--- src/rtl/kogge_pkg.sv ---
// Shared types and helpers for the pipelined Kogge-Stone adder.
package kogge_pkg;

  typedef struct packed {
    logic g;
    logic p;
  } gp_t;

  function automatic int clog2(input int n);
    int r;
    r = 0;
    while ((1 << r) < n) r++;
    return r;
  endfunction

  // Number of prefix register stages; the last group takes the remainder.
  function automatic int nstg(input int width, input int lps);
    return (clog2(width) + lps - 1) / lps;
  endfunction

  function automatic gp_t black(input gp_t hi, input gp_t lo);
    gp_t r;
    r.g = hi.g | (hi.p & lo.g);
    r.p = hi.p & lo.p;
    return r;
  endfunction

endpackage

--- src/rtl/kogge_pipe_stg.sv ---
// One pipeline stage: applies prefix levels LVL_LO..LVL_LO+LVL_CNT-1, then registers them.
module kogge_pipe_stg
  import kogge_pkg::*;
#(
  parameter int WIDTH   = 64,
  parameter int LVL_LO  = 0,
  parameter int LVL_CNT = 1
) (
  input  logic                  clk,
  input  logic                  rst_n,
  input  logic                  vld_i,
  input  logic                  ld_i,
  input  gp_t  [WIDTH-1:0]      gp_i,
  input  logic [WIDTH-1:0]      praw_i,
  input  logic                  cin_i,
  output logic                  vld_o,
  output gp_t  [WIDTH-1:0]      gp_o,
  output logic [WIDTH-1:0]      praw_o,
  output logic                  cin_o
);

  gp_t  [WIDTH-1:0] gp_d, lvl_prev;
  gp_t  [WIDTH-1:0] gp_q;
  logic [WIDTH-1:0] praw_q;
  logic             cin_q, vld_q;

  // Each level reads the previous level's snapshot, so bits never see same-level updates.
  always_comb begin
    gp_d     = gp_i;
    lvl_prev = gp_i;
    for (int k = 0; k < LVL_CNT; k++) begin
      lvl_prev = gp_d;
      for (int i = 0; i < WIDTH; i++) begin
        if (i >= (1 << (LVL_LO + k)))
          gp_d[i] = black(lvl_prev[i], lvl_prev[i - (1 << (LVL_LO + k))]);
      end
    end
  end

  always_ff @(posedge clk) begin
    if (!rst_n)    vld_q <= 1'b0;
    else if (ld_i) vld_q <= vld_i;
  end

  always_ff @(posedge clk) begin
    if (ld_i && vld_i) begin
      gp_q   <= gp_d;
      praw_q <= praw_i;
      cin_q  <= cin_i;
    end
  end

  assign vld_o  = vld_q;
  assign gp_o   = gp_q;
  assign praw_o = praw_q;
  assign cin_o  = cin_q;

endmodule

--- src/rtl/kogge_pipe.sv ---
// Pipelined Kogge-Stone adder/subtractor with valid/ready flow control.
// Define KOGGE_FLAGS_EN to add registered overflow (V) and zero (Z) outputs.
module kogge_pipe
  import kogge_pkg::*;
#(
  parameter int WIDTH        = 64,
  parameter int LVLS_PER_STG = 2
) (
  input  logic             clk,
  input  logic             rst_n,
  input  logic             in_valid,
  output logic             in_ready,
  input  logic [WIDTH-1:0] A,
  input  logic [WIDTH-1:0] B,
  input  logic             Cin,
  input  logic             Sub,
  output logic             out_valid,
  input  logic             out_ready,
  output logic [WIDTH-1:0] S,
  output logic             Cout
`ifdef KOGGE_FLAGS_EN
  ,
  output logic             V,
  output logic             Z
`endif
);

  localparam int LOG2W = clog2(WIDTH);
  localparam int NSTG  = nstg(WIDTH, LVLS_PER_STG);

  // Index 0 is the P/G stage, 1..NSTG the prefix stages, NSTG+1 the output register.
  logic [NSTG+1:0]              vld_pipe, ld;
  gp_t  [NSTG:0][WIDTH-1:0]     gp_s;
  logic [NSTG:0][WIDTH-1:0]     praw_s;
  logic [NSTG:0]                cin_s;

  logic                         v0_q, vout_q;
  gp_t  [WIDTH-1:0]             gp0_d, gp0_q;
  logic [WIDTH-1:0]             praw0_q;
  logic                         cin0_q;
  logic [WIDTH-1:0]             bx, p0, g0;

  logic [WIDTH-1:0]             gf, pf, s_d, s_q;
  logic                         cout_d, cout_q;
  logic                         unused_pf;

  // Load chain: a register takes new data when empty or when its successor loads.
  always_comb begin
    ld           = '0;
    ld[NSTG+1]   = ~vout_q | out_ready;
    for (int j = NSTG; j >= 0; j--) ld[j] = ~vld_pipe[j] | ld[j+1];
  end

  assign in_ready = rst_n & ld[0];

  always_comb begin
    bx = Sub ? ~B : B;
    p0 = A ^ bx;
    g0 = A & bx;
    for (int i = 0; i < WIDTH; i++) gp0_d[i] = '{g: g0[i], p: p0[i]};
    gp0_d[0].g = g0[0] | (p0[0] & Cin);
  end

  always_ff @(posedge clk) begin
    if (!rst_n)     v0_q <= 1'b0;
    else if (ld[0]) v0_q <= in_valid;
  end

  always_ff @(posedge clk) begin
    if (in_valid && in_ready) begin
      gp0_q   <= gp0_d;
      praw0_q <= p0;
      cin0_q  <= Cin;
    end
  end

  assign vld_pipe[0]      = v0_q;
  assign gp_s[0]          = gp0_q;
  assign praw_s[0]        = praw0_q;
  assign cin_s[0]         = cin0_q;
  assign vld_pipe[NSTG+1] = vout_q;

  for (genvar s = 1; s <= NSTG; s++) begin : g_stg
    localparam int LO  = (s - 1) * LVLS_PER_STG;
    localparam int CNT = (LOG2W - LO < LVLS_PER_STG) ? (LOG2W - LO) : LVLS_PER_STG;
    kogge_pipe_stg #(.WIDTH(WIDTH), .LVL_LO(LO), .LVL_CNT(CNT)) u_stg (
      .clk    (clk),
      .rst_n  (rst_n),
      .vld_i  (vld_pipe[s-1]),
      .ld_i   (ld[s]),
      .gp_i   (gp_s[s-1]),
      .praw_i (praw_s[s-1]),
      .cin_i  (cin_s[s-1]),
      .vld_o  (vld_pipe[s]),
      .gp_o   (gp_s[s]),
      .praw_o (praw_s[s]),
      .cin_o  (cin_s[s])
    );
  end

  // Final prefix generate of bit i is the carry out of bit i.
  always_comb begin
    for (int i = 0; i < WIDTH; i++) begin
      gf[i] = gp_s[NSTG][i].g;
      pf[i] = gp_s[NSTG][i].p;
    end
    s_d    = praw_s[NSTG] ^ {gf[WIDTH-2:0], cin_s[NSTG]};
    cout_d = gf[WIDTH-1];
  end

  assign unused_pf = ^pf;

`ifdef KOGGE_FLAGS_EN
  logic v_q, z_q;

  always_ff @(posedge clk) begin
    if (!rst_n) begin
      v_q <= 1'b0;
      z_q <= 1'b0;
    end else if (ld[NSTG+1] && vld_pipe[NSTG]) begin
      v_q <= gf[WIDTH-1] ^ gf[WIDTH-2];
      z_q <= (s_d == '0);
    end
  end

  assign V = v_q;
  assign Z = z_q;
`endif

  always_ff @(posedge clk) begin
    if (!rst_n) begin
      vout_q <= 1'b0;
      s_q    <= '0;
      cout_q <= 1'b0;
    end else if (ld[NSTG+1]) begin
      vout_q <= vld_pipe[NSTG];
      if (vld_pipe[NSTG]) begin
        s_q    <= s_d;
        cout_q <= cout_d;
      end
    end
  end

  assign out_valid = vout_q;
  assign S         = s_q;
  assign Cout      = cout_q;

endmodule
--- config.mk ---
export PLATFORM = sky130hd
export DESIGN_NAME = kogge_pipe
export DESIGN_NICKNAME = d
export VERILOG_FILES = /design/src/rtl/kogge_pkg.sv /design/src/rtl/kogge_pipe_stg.sv /design/src/rtl/kogge_pipe.sv
export SDC_FILE = /design/constraint.sdc
export NUM_CORES = 1
export LEC_CHECK = 0
export ABC_AREA = 1
export BUFFER_PORTS_ARGS = -buffer_cell sky130_fd_sc_hd__buf_2
export CAP_MARGIN = 30
export CORE_ASPECT_RATIO = 1.1
export CORE_MARGIN = 10
export CORE_UTILIZATION = 50
export DETAILED_ROUTE_END_ITERATION = 6
export PLACE_DENSITY = 0.77
export SYNTH_ARGS = -nofsm -noshare
export SYNTH_HDL_FRONTEND = slang
export SYNTH_SLANG_ARGS = --single-unit
export TNS_END_PERCENT = 1
--- constraint.sdc ---
create_clock -name clk -period 13.8 [get_ports clk]
set_input_delay 2.76 -clock clk [delete_from_list [all_inputs] [get_ports clk]]
set_output_delay 2.76 -clock clk [all_outputs]
set_load 0.005 [all_outputs]
Yosys cells after proc, flatten, opt, wreduce, memory -nomap -nowiden
Index checks and enable logic that the tools add are counted.

Flip-flop bits (word level): 757. Input port bits: 134. Output and inout port bits: 67. Word-level logic and storage cells: 1365.

Multiplexer cells: 1. Bitwise gates (word level): 917. Reduce and logical (&&, ||, !) cells: 5.

Operator list (number): bitwise AND 1 bit (581); OR 1 bit (327); XOR 64 bit (2); bitwise AND 64 bit (1); two-way mux 64 bit (1); NOT 64 bit (1); NOT 1 bit (5); logical AND 1 bit (4); AND reduction 2 bit (1).

Longest topological paths before layout
Depth after elaboration: 8. Depth in mapped cells: 7. Mapped depth without buffers: 6.

Cells and area by module
Synthesis repeated with hierarchy kept, for this count alone.

Cells, all modules: 2475. Area total of the unflattened synthesis: 31029.8 um^2.

Modules (own cells, without submodules): kogge_pipe (instances 1, cells each 567, area each 8504.4 um^2, sequential area each 5215.0 um^2); kogge_pipe_stg (g_stg[1].u_stg) (instances 1, cells each 756, area each 7933.9 um^2, sequential area each 5815.6 um^2); kogge_pipe_stg (g_stg[2].u_stg) (instances 1, cells each 696, area each 7731.2 um^2, sequential area each 5815.6 um^2); kogge_pipe_stg (g_stg[3].u_stg) (instances 1, cells each 456, area each 6860.3 um^2, sequential area each 5815.6 um^2).

Worst setup path after synthesis
No wires, ideal clock.

Kind: input port to flip-flop. Start point: input out_ready. End point: register g_stg[1].u_stg.cin_q, enable pin. Library setup time: 0.744 ns. Arrival time: 10.838 ns. Required time: 13.056 ns. Slack: 2.218 ns. Stages on the path: 4. Path buffers: 0. Cells stage by stage: nor2_4 nand3_1 nor2_1 nor2_1.

Word-level cells in the longest chain between the ends: 5.

RTL lines: start: declaration (line kogge_pipe.sv:18) `input logic out_ready,`; OR 1 bit (line kogge_pipe.sv:50) `ld[NSTG+1] = ~vout_q | out_ready;`; OR 1 bit (3 in a row) (line kogge_pipe.sv:51) `for (int j = NSTG; j >= 0; j--) ld[j] = ~vld_pipe[j] | ld[j+1];`; logical AND 1 bit (line kogge_pipe_stg.sv:46) `if (ld_i && vld_i) begin`; end signal: assignment (line kogge_pipe_stg.sv:49) `cin_q <= cin_i;`; end: declaration (line kogge_pipe_stg.sv:25) `logic cin_q, vld_q;`.

Every way passes these cells. A chain may end at the register's enable or synchronous reset.

Worst setup path in the final report
Start point: input rst_n. End point: output in_ready.

Word-level cells in the longest chain between the ends: 1.

RTL lines: start: declaration (line kogge_pipe.sv:10) `input logic rst_n,`; bitwise AND 1 bit (line kogge_pipe.sv:54) `assign in_ready = rst_n & ld[0];`; end: declaration (line kogge_pipe.sv:12) `output logic in_ready,`.

Every way passes these cells.

==> tab_implementation.tex <==
\begin{tabular}{lr}
\hline
Metric & Value \\
\hline
\multicolumn{2}{l}{\textbf{Outcome}} \\
\quad Run status & finished clean \\
\multicolumn{2}{l}{\textbf{Timing}} \\
\quad Clock Skews & 0.0319 ns \\
\quad Final Cycle Share & 0.488 \\
\quad Fin. Hold Viols & 0 \\
\quad Worst max-slew margin expressed relative to the limit & 0.342 \\
\quad Worst Setup Slack, final & 7.07 ns \\
\quad Max Clk Rate & 0.149 GHz \\
\quad Post-layout min period & 6.73 ns \\
\quad Pins over their slew limit & 0 \\
\quad RSZ-0062 raised after global routing & no \\
\quad Endpoints failing setup & 0 \\
\quad Slew at the pin closest to its max-slew limit & 0.986 ns \\
\quad Setup total negative slack & 0 ns \\
\multicolumn{2}{l}{\textbf{Critical path}} \\
\quad Endpoint kind of the worst setup timing path & output pin \\
\quad Category of the critical setup timing path & in2out \\
\quad Required arrival time at the worst endpoint & 11.04 ns \\
\quad Largest fanout on the critical path & 66 \\
\quad Cell depth of the worst flop-to-flop path & 7 \\
\quad Startpoint Class & input pin \\
\quad R2R Setup Slk & 11.24 ns \\
\quad WP data arrival & 3.97 ns \\
\multicolumn{2}{l}{\textbf{Clock network}} \\
\quad Total of hold buffers inserted after clock tree synthesis & 0 \\
\quad Bufs on Longest Clock Path & 3 \\
\quad Setup repair bufs after CTS & 0 \\
\quad Clock tree root buffer cell & clkbuf\_16 \\
\quad Count of instances resized after the clock tree is built & 0 \\
\quad CTS tree & done \\
\quad Clock input transition at the sequential cells of the worst setup and hold paths & 0.06 ns \\
\quad Number of clock buffers inserted by TritonCTS & 60 \\
\quad Clock latency on the worst-skew pair & 0.61 ns \\
\quad Max H-tree Level & 2 \\
\quad CTS sink count & 694 \\
\multicolumn{2}{l}{\textbf{Die}} \\
\quad Total Die Area & 61000 µm² \\
\quad Placeable core region & 51200 µm² \\
\quad Ports placed on the boundary & 201 \\
\quad Count of standard-cell rows & 87 \\
\quad Width of the chip & 236 µm \\
\quad Starting density of the core & 0.504 \\
\quad Vertical extent of the die & 258 µm \\
\multicolumn{2}{l}{\textbf{Layout}} \\
\quad Non-filler cells in the finished layout & 2654 \\
\quad Post-synthesis to final-layout area growth & 15.2\% \\
\quad Layout cells sized above 1 & 0.157 \\
\quad Count of fill cells added during filler insertion & 3764 \\
\quad Final design utilization & 0.580 \\
\quad Number of nets in the layout & 2133 \\
\quad Number of antenna repair diodes & 0 \\
\multicolumn{2}{l}{\textbf{Global route}} \\
\quad Maximum number of pins on one net before global-route repair & 184 \\
\quad Met2 Resource Use GR & 0.268 \\
\quad Met3 track utilization from global routing & 0.0267 \\
\quad M1 GR Usage & 0.244 \\
\quad Vias in the first global route & 14127 \\
\quad Wire length of the first global-routing pass & 82.0 mm \\
\quad GRT Max-Usage Layer & met2 \\
\quad Initial antenna violation count & 1 \\
\quad Global-route congestion overflow total & 0 \\
\quad Global routing usage summed across all routing layers & 0.172 \\
\multicolumn{2}{l}{\textbf{Placement}} \\
\quad HPWL after detailed placement & 38.9 mm \\
\quad Place WS & 7.03 ns \\
\quad Final RePlAce weighted congestion & 0.897 \\
\quad Placed cell count & 2536 \\
\quad I/O Buffers & 200 \\
\multicolumn{2}{l}{\textbf{Power and ir drop}} \\
\quad Total power & 4.47 mW \\
\quad Worst ir drop on vdd & 0.000116 V \\
\quad Portion of total power attributed to the clock network & 0.380 \\
\quad Cell area power density & 151 nW/µm² \\
\quad Leakage power of the design & 11.0 nW \\
\quad Combinational group share of total power & 0.055 \\
\quad Internal power summed over all cells & 3.50 mW \\
\quad Sequential cell fraction of total power & 0.565 \\
\quad Switch Pwr & 0.968 mW \\
\quad Net switching share of the total power & 0.216 \\
\multicolumn{2}{l}{\textbf{Synth}} \\
\quad Flip-flop and latch count after synthesis & 694 \\
\quad Sequential area share after synthesis & 0.782 \\
\quad Syn. warnings & 0 \\
\quad Post-Synthesis Mean Instance Area & 15.2 µm² \\
\quad Number of distinct standard cells referenced by the synthesized netlist & 22 \\
\quad Post-synthesis cell area & 25800 µm² \\
\quad Number of nets in the synthesized netlist & 1888 \\
\quad Post-synthesis instance total & 1690 \\
\multicolumn{2}{l}{\textbf{Route}} \\
\quad Routed wire length per instance & 20.4 µm \\
\quad Post-detailed-route via-to-cell ratio & 5.32 \\
\quad Via Count & 14111 \\
\quad Remaining design rule violation count & 0 \\
\quad Routed wire length & 54.0 mm \\
\quad First-pass iteration count of the detailed router & 6 \\
\quad Post-route antenna net violation count & 0 \\
\quad Iter 0 DRT Violations & 1531 \\
\multicolumn{2}{l}{\textbf{Hold path}} \\
\quad Type of the most critical hold path & reg2reg \\
\quad Hold depth & 0 \\
\multicolumn{2}{l}{\textbf{Job}} \\
\quad Maxcap violations & 0 \\
\hline
\end{tabular}
==> layer usage <==
metal | vias up | part of all wire
li1 | 6650 | -
met1 | 6768 | 0.44
met2 | 598 | 0.46
met3 | 93 | 0.071
met4 | 2 | 0.025
met5 | - | 0.00024
==> cells in the final DEF, fill, tap and decap left out <==
master      instances
nor3_1              5
o21ai_1            25
clkbuf_1           15
dfxtp_1            70
clkinv_1            6
nand2_1           206
nand3_1            18
inv_2               1
o21bai_1           15
nor2_1            109
o31ai_1             5
xnor2_1            64
clkinv_4            3
clkbuf_16          64
buf_16              4
a21o_1             22
inv_4               1
xor2_1             64
bufinv_16           6
clkinv_2           11
buf_2             199
buf_4               6
inv_1              60
buf_12              2
edfxtp_1          624
a21oi_1           176
clkinvlp_4          3
clkbuf_8            1
o21ai_0           128
inv_6               4
clkinv_8            1
ha_1               64
inv_8               1
nor2_4              4
==> cells by family after synthesis <==
logic type / Yosys count / synth area share
AOI/OAI and AO/OA: 371 / 0.0762
xor gates and xnor gates: 128 / 0.0435
adders and majority gates: 64 / 0.0311
buffers and inverters: 91 / 0.0159
DFF: 694 / 0.782
and+or+nand+nor: 342 / 0.0515
==> power by group through the flow <==
| stage | sequential, mW | combinational, mW | clock [mW] |
|---|---|---|---|
| after floorplan | 2.54 | 0.146 | 0 |
| after global placement | 2.56 | 0.231 | 0 |
| after detailed placement | 2.57 | 0.241 | 0 |
| after CTS | 2.53 | 0.245 | 1.72 |
| after global routing | 2.54 | 0.279 | 1.80 |
| final | 2.53 | 0.247 | 1.70 |
==> synth_stat cells <==
master	count	area, µm²
a21o_1	22	165
a21oi_1	176	881
buf_1	1	3.75
buf_2	19	95.1
buf_6	6	67.6
clkbuf_1	2	7.51
dfxtp_1	70	1400
edfxtp_1	624	18700
ha_1	64	801
inv_1	62	233
inv_2	1	3.75
nand2_1	206	773
nand3_1	18	90.1
nor2_1	111	417
nor2_4	2	22.5
nor3_1	5	25.0
o21ai_0	128	641
o21ai_1	25	125
o21bai_1	15	113
o31ai_1	5	37.5
xnor2_1	64	561
xor2_1	64	561
==> path summary, 6_finish.rpt <==
kind                                  start                   endpoint
hold reg to reg   g_stg[2].u_stg.praw_o[32]  g_stg[3].u_stg.praw_o[32]
setup / recovery                      rst_n                   in_ready
setup reg to reg                  out_valid  g_stg[2].u_stg.praw_o[42]
hold / removal    g_stg[2].u_stg.praw_o[32]  g_stg[3].u_stg.praw_o[32]
==> sequential cells by signal, summed over array words and instances, names as in the netlist <==
signal and flops:
out_valid 1, v0_q 1, S 64, g_stg.u_stg.gp_o 300, g_stg.u_stg.cin_o 3, praw0_q 63
g_stg.u_stg.vld_o 3, g_stg.u_stg.praw_o 192, cin0_q 1, gp0_q 65, Cout 1
==> worst max-delay path, stage by stage <==
cell     delay [ns]
buf_2          0.72
nand2_1        0.26
inv_1          0.10
buf_2          0.11
==> stage by stage <==
| stage | cell area (µm²) | hold WS, ns |
|---|---|---|
| finish | 29700 | 0.404 |
| global route | 29700 | 0.409 |
| CTS | 29600 | 0.404 |
| detailed placement | 27500 | 0.405 |
| global placement | 27500 | 0.402 |
| floorplan | 25800 | 0.400 |
==> area by class of cell <==
class                      count  area [µm²]  share of cell area
tap                          667         835              0.0281
clock buffer                  80        1670              0.0563
sequential                   694       20100               0.679
timing repair buffer         211        1190              0.0402
multi-input combinational    905        5230               0.176
inverter                      63         244             0.00822
clock inverter                34         360              0.0121
(Power assumes the default switching activity.)
